==> src/rtl/shared_dmem_arbiter.sv <==
// Shared word-addressed data memory serving two cores' load/store ports through
// a two-state round-robin arbiter; one access per two cycles, ack is one cycle.
module shared_dmem_arbiter #(
  parameter int unsigned DEPTH = 64,
  parameter int unsigned AW    = 6
) (
  input  logic        clk,
  input  logic        rst,

  input  logic        a_req,
  input  logic        a_memwrite,
  input  logic [31:0] a_dataadr,
  input  logic [31:0] a_writedata,
  output logic [31:0] a_readdata,
  output logic        a_ack,

  input  logic        b_req,
  input  logic        b_memwrite,
  input  logic [31:0] b_dataadr,
  input  logic [31:0] b_writedata,
  output logic [31:0] b_readdata,
  output logic        b_ack
);

  typedef enum logic {StIdle, StAccess} state_e;

  state_e      state_q;
  logic        gnt_q;   // 0 = A, 1 = B
  logic        last_q;  // last served core, same encoding

  logic [31:0] data [DEPTH];

  logic          grant;
  logic          grant_b;
  logic [AW-1:0] idx;
  logic [31:0]   wdata;
  logic          store;
  logic [31:0]   rdata;

  // Only the word-index bits of the byte address select a word.
  logic unused_adr_bits;
  assign unused_adr_bits = ^{a_dataadr[31:AW+2], a_dataadr[1:0],
                             b_dataadr[31:AW+2], b_dataadr[1:0]};

  always_comb begin
    grant   = (state_q == StIdle) && (a_req || b_req);
    // On a tie the core that was not served last wins.
    grant_b = b_req && (!a_req || !last_q);
    idx     = grant_b ? b_dataadr[AW+1:2] : a_dataadr[AW+1:2];
    wdata   = grant_b ? b_writedata : a_writedata;
    store   = grant_b ? b_memwrite : a_memwrite;
    rdata   = data[idx];
  end

  // The memory shares the reset-qualified block so no store can land while rst is high;
  // its contents are deliberately left untouched by reset.
  always_ff @(posedge clk or posedge rst) begin
    if (rst) begin
      state_q    <= StIdle;
      gnt_q      <= 1'b0;
      last_q     <= 1'b1;
      a_readdata <= 32'h0;
      b_readdata <= 32'h0;
    end else begin
      unique case (state_q)
        StIdle: begin
          if (grant) begin
            state_q <= StAccess;
            gnt_q   <= grant_b;
            last_q  <= grant_b;
            if (store) begin
              data[idx] <= wdata;
            end
            if (grant_b) begin
              b_readdata <= store ? wdata : rdata;
            end else begin
              a_readdata <= store ? wdata : rdata;
            end
          end
        end
        StAccess: begin
          state_q <= StIdle;
        end
        default: begin
          state_q <= StIdle;
        end
      endcase
    end
  end

  assign a_ack = (state_q == StAccess) && !gnt_q;
  assign b_ack = (state_q == StAccess) && gnt_q;

endmodule

==> config.mk <==
export PLATFORM = sky130hd
export DESIGN_NAME = shared_dmem_arbiter
export DESIGN_NICKNAME = d
export VERILOG_FILES = /design/src/rtl/shared_dmem_arbiter.sv
export SDC_FILE = /design/constraint.sdc
export NUM_CORES = 2
export LEC_CHECK = 0
export ABC_AREA = 1
export BUFFER_PORTS_ARGS = -buffer_cell sky130_fd_sc_hd__buf_2
export CAP_MARGIN = 15
export CORE_MARGIN = 5
export CORE_UTILIZATION = 30
export DETAILED_ROUTE_END_ITERATION = 10
export SETUP_SLACK_MARGIN = 0.5
export SLEW_MARGIN = 20
export SYNTH_ARGS = -nofsm -noshare
export SYNTH_HDL_FRONTEND = slang
export SYNTH_SLANG_ARGS = --single-unit
==> constraint.sdc <==
create_clock -name clk -period 8.6 [get_ports clk]
set_input_delay 1.72 -clock clk [delete_from_list [all_inputs] [get_ports clk]]
set_output_delay 1.72 -clock clk [all_outputs]
set_load 0.02 [all_outputs]
Yosys cells after proc, flatten, opt, wreduce, memory -nomap -nowiden
Memory sizes are Yosys's and may differ from the RTL's.
Cells that the tools add are included.
{ "word_totals": {"reg_bits": 67, "latch_bits": 0, "ramBits": 2048, "mem_bits_ro": 0, "in_bits": 134, "out_inout_bits": 66, "wordCells": 32, "memories": 1} }
{ "op_classes": {"n_addsub": 0, "n_mul": 0, "div_mod_pow": 0, "magnitude_cmp": 0, "n_eq_ne": 0, "n_shift": 0, "muxes": 10, "n_bitwise": 2, "n_reduce_logical": 14} }
{ "mem_list": {"columns": ["name", "words", "width", "rd", "rd_clocked_by_memory_dff", "write_ports", "line", "rtl"], "rows": [
  ["data", 64, 32, 1, 0, 1, "31", "logic [31:0] data [DEPTH];"]
]} }
{ "op_table": {"columns": ["operator", "n"], "rows": [
  ["$mux 32", 2],
  ["$mux 1", 6],
  ["$mux 6", 1],
  ["$reduce_and 3->1", 2],
  ["$logic_and 1x1->1", 5],
  ["$logic_not 1->1", 4],
  ["$logic_or 1x1->1", 2],
  ["$not 1->1", 2],
  ["$pmux 1 s2", 1],
  ["$reduce_and 2->1", 1]
]} }

Depth between registers and ports, before layout
{ "depth": {"ltp_word": 9, "mapped_depth": 16, "mapped_depth_nobuf": 13} }

Worst setup path before layout
OpenSTA, ideal clock, no wires.
{ "synth_timing": {"kind": "input -> register", "from": "in b_req", "to": "mem data[0][0] (enable)", "arrival_time_ns": 4.469, "required_time_ns": 8.179, "slack_ns": 3.710, "stages": 8, "n_path_buf": 1, "path_cell_list": "buf_4 > nand2_4 > inv_2 > or2_2 > o21ai_0 > nor3_1 > nand3_1 > nor2_1"} }
{ "synth_via": {"elab_chain_len": 7, "word_cells_on_any_way": 10, "classes_between": "mux (6); reduce/logical (4)"} }
{ "synth_lines": {"columns": ["item", "line", "rtl"], "rows": [
  ["start, declared", "17", "input logic b_req,"],
  ["$logic_and 1x1->1", "48", "grant_b = b_req && (!a_req || !last_q);"],
  ["$mux 1", "51", "store = grant_b ? b_memwrite : a_memwrite;"],
  ["$mux 1", "71", "if (store) begin"],
  ["$mux 1", "67", "if (grant) begin"],
  ["$mux 1", "65", "unique case (state_q)"],
  ["$logic_and 1x1->1 (not written as such)", "72", "data[idx] <= wdata;"],
  ["$mux 1 (not written as such)", "72", null],
  ["end, declared", "31", null]
]} }
Several ways; a longest one is shown, not always the timed one.

Final worst setup path
{ "layout_timing": {"from": "in a_req", "to": "reg a_readdata[11]"} }
{ "layout_via": {"elab_chain_len": 6, "word_cells_on_any_way": 12, "classes_between": "mux (4); bitwise (1); reduce/logical (6); memory (1)"} }
{ "layout_lines": {"columns": ["item", "line", "rtl"], "rows": [
  ["start, declared", "10", "input logic a_req,"],
  ["$logic_not 1->1", "48", null],
  ["$logic_or 1x1->1", "48", null],
  ["$logic_and 1x1->1", "48", null],
  ["$mux 6", "49", "idx = grant_b ? b_dataadr[AW+1:2] : a_dataadr[AW+1:2];"],
  ["$mem_v2 64x32", null, null],
  ["$mux 32", "77", "a_readdata <= store ? wdata : rdata;"],
  ["end signal, assigned", "77", null],
  ["end, declared", "14", "output logic [31:0] a_readdata,"]
]} }
Several ways; a longest one is shown, not always the timed one.
A chain may end at the register's enable or synchronous reset.

==> impl_metrics.tcl <==
set metrics [dict create \
    outcome "finished clean" \
    num_rows 201 \
    cp_max_fo 95 \
    finalSetupTns_ps 0 \
    setup_violations 0 \
    cp.depth 16 \
    relSlewSlack_pct 24.1 \
    r2r_start "last_q" \
    gp_congestion 0.825 \
    regToRegSetupSlack_ps 3710 \
    critPathBufInv 3 \
    crit_path_start_kind "input port" \
    synthCells 8606 \
    endpoint "a_readdata[11]" \
    drt-wirelength-per-cell_um 19.3 \
    antenna_found_initial 16 \
    portBuffers 147 \
    yosysUniqueCellTypes 26 \
    worst_pin_slew_ps 1130 \
    cp_top_family "simple AND/OR/NAND/NOR gates" \
    vdd.ir_drop.worst_mv 0.216 \
    synthArstFlopShare_pct 3.17 \
    drtIter0Drc 5633 \
    slew_violations 0 \
    cts_setup_buffers 0 \
    fmaxAchievable_mhz 187 \
    ys_top_cells_by_area "edfxtp_1 (68%), nand2_1 (11%), inv_1 (7.5%), nand3_1 (4.7%), o211ai_1 (2.1%)" \
    synthFlopType "edfxtp_1" \
    layout_min_cycle_time_ps 5340 \
    cts_tree "built" \
    area_delta_synth_final_pct 14.3 \
    drc 0 \
    crit_chain "buf_2 -> nand2_2 -> nand2_4 -> nand2_1 -> nand2_8 -> buf_12 -> buf_4 -> nand2_1 -> nand3_1 -> nand2_1 -> o21ai_0 -> nand2_1 -> nor2_1 -> nand3_1 -> nand3_1 -> nand2_1" \
    clk_path_buf_depth 3 \
    cts_htree_levels 4 \
    ctsResizeCount 0 \
    final_cell_area_um2 103000 \
    syn_avg_cell_area_um2 10.5 \
    crit_top_cell "nand2_1" \
    fillCellCount 29500 \
    grt_max_degree 110 \
    whs_ps 473 \
    syn_area_um2 90500 \
    p_total_mw 23.8 \
    hold_class "reg -> reg" \
    core-area_um2 300000 \
    synth_nets 8740 \
    preCtsSetupSlack_ps 2430 \
    vias 58200 \
    drt_wl_total_mm 249 \
    end_kind "register" \
    fin_skew_ps 41.5 \
    fin_ws_ps 3260 \
    yosys_warnings 0 \
    startpoint "a_req" \
    initial_core_util_pct 30.2 \
    yosysTopAreaCellShare_pct 67.9 \
    grt_pass1_vias 53200 \
    p_leak_nw 43.2 \
    slowest_delay_ps 560 \
    grt.overflow.total 0 \
    hold_violations 0 \
    synth_edf_count 2048 \
    cts.sinks 2115 \
    die_w_um 559 \
    crit_type "in -> reg" \
    yosysTopAreaCell "edfxtp_1" \
    cts_root_buf "clkbuf_16" \
    worst_path_max_delay_cell "nand2_8" \
    die_y_um 559 \
    yosysSeqAreaShare_pct 69.8 \
    cp.arrival_ps 6070 \
    nNetsFinal 8899 \
    reg2reg_depth 15 \
    clkTransAtPathRegs_ps 60 \
    antenna_left 0 \
    hpwl_mm 141 \
    viasPerCell 4.51 \
    synth_seq_cells 2115 \
    grt_usage_pct 15.5 \
    maxCapViolations 0 \
    placed_area_um2 96700 \
    hold_buffers 0 \
    rsz0062_at_grt "no" \
    finalCritPeriodShare_pct 62.1 \
    cts_buffers 213 \
    first_pass_iters 6 \
    r2r-end "a_readdata[11]" \
    grt_pass1_wl_mm 362 \
    clock_latency_ps 850 \
    boundaryPins 200 \
    worstPathRequired_ps 9330 \
    layout-drive-gt1-share_pct 8.82 \
    power_density_nw_per_um2 230 \
    dieArea_um2 313000 \
]
[tightest hold or removal path: stages (launching register included)]
cell and delay, ps:
dfrtp_1 340, nand2_1 50, nand2_1 50
[synthesized netlist by cell type, types with 2 or more instances]
library cell,number
inv_1,1805
buf_1,3
dfrtp_1,66
clkinv_1,2
nor3_2,3
clkbuf_1,61
edfxtp_1,2048
nand2_2,4
buf_6,3
or2_2,33
nand2_1,2547
nor3_4,4
nand3_1,845
inv_2,9
buf_2,316
nand2_4,3
buf_4,8
nor2_1,325
nand3b_1,2
o21ai_0,237
o21ai_1,21
o211ai_1,256
nor2_2,2
[sequential cells by signal (all words and copies together), names as in the netlist]
register	cells
a_readdata	32
b_readdata	32
gnt_q	1
data	2048
state_q	1
last_q	1
[layer usage]
metal | part of all wire (%) | routed length (µm) | GRT usage (%)
met2 | 47 | 117000 | 25.4
met4 | 4.5 | 11300 | 6.58
met3 | 7.1 | 17800 | 2.52
met5 | 0.021 | 52 | 0
met1 | 41 | 103000 | 20.3
[worst min path at each step]
stage,slack [ps],start,end,cells past startpoint
floorplan,450,last_q,last_q,2
global placement,460,a_readdata[0],a_readdata[0],2
detailed placement,460,a_readdata[7],a_readdata[7],2
CTS,480,a_readdata[7],a_readdata[7],2
global route,490,b_readdata[9],b_readdata[9],2
finish,470,b_readdata[7],b_readdata[7],2
[cells in the final DEF, fill, tap and decap left out, drive strengths merged, types with 8 or more instances in the layout]
cell type,n
o21ai,259
edfxtp,2048
clkinv,95
buf,335
nor2,327
nor3,8
bufinv,12
nand3,845
inv,1819
or2,33
dfrtp,66
clkbuf,285
nand2,2554
o211ai,256
[cell families after synthesis]
| family | Yosys count | share of synthesized area (%) |
|---|---|---|
| AND/OR/NAND/NOR | 3769 | 17.0 |
| buffers and inverters | 2207 | 9.64 |
| AO/OA/AOI/OAI | 515 | 3.57 |
| flip-flops | 2115 | 69.8 |
[stage by stage]
| step | std cells | utilization (%) |
|---|---|---|
| after floorplan | 8606 | - |
| after global placement | 12500 | 32.2 |
| after detailed placement | 12500 | 32.2 |
| after CTS | 12900 | 34.5 |
| after global routing | 12900 | 34.5 |
| final | 12900 | 34.5 |
[layout make-up]
class / instances / area, µm² / area share (%)
antenna: 3 / 7.51 / 0.00726
clock buffer: 285 / 5790 / 5.59
clock inverter: 114 / 978 / 0.946
inverter: 1816 / 6820 / 6.59
multi-input combinational: 4284 / 19200 / 18.5
sequential: 2115 / 63200 / 61.1
tap: 3958 / 4950 / 4.79
timing repair buffer: 335 / 2560 / 2.47
[report_power, final]
part / total (mW) / internal (mW) / switching (mW)
registers: 11.7 / 11.6 / 0.100
logic: 3.06 / 0.675 / 2.38
clock network: 9.01 / 5.09 / 3.92
total: 23.8 / 17.4 / 6.40
Note: power is estimated with default switching activity, not from simulation.
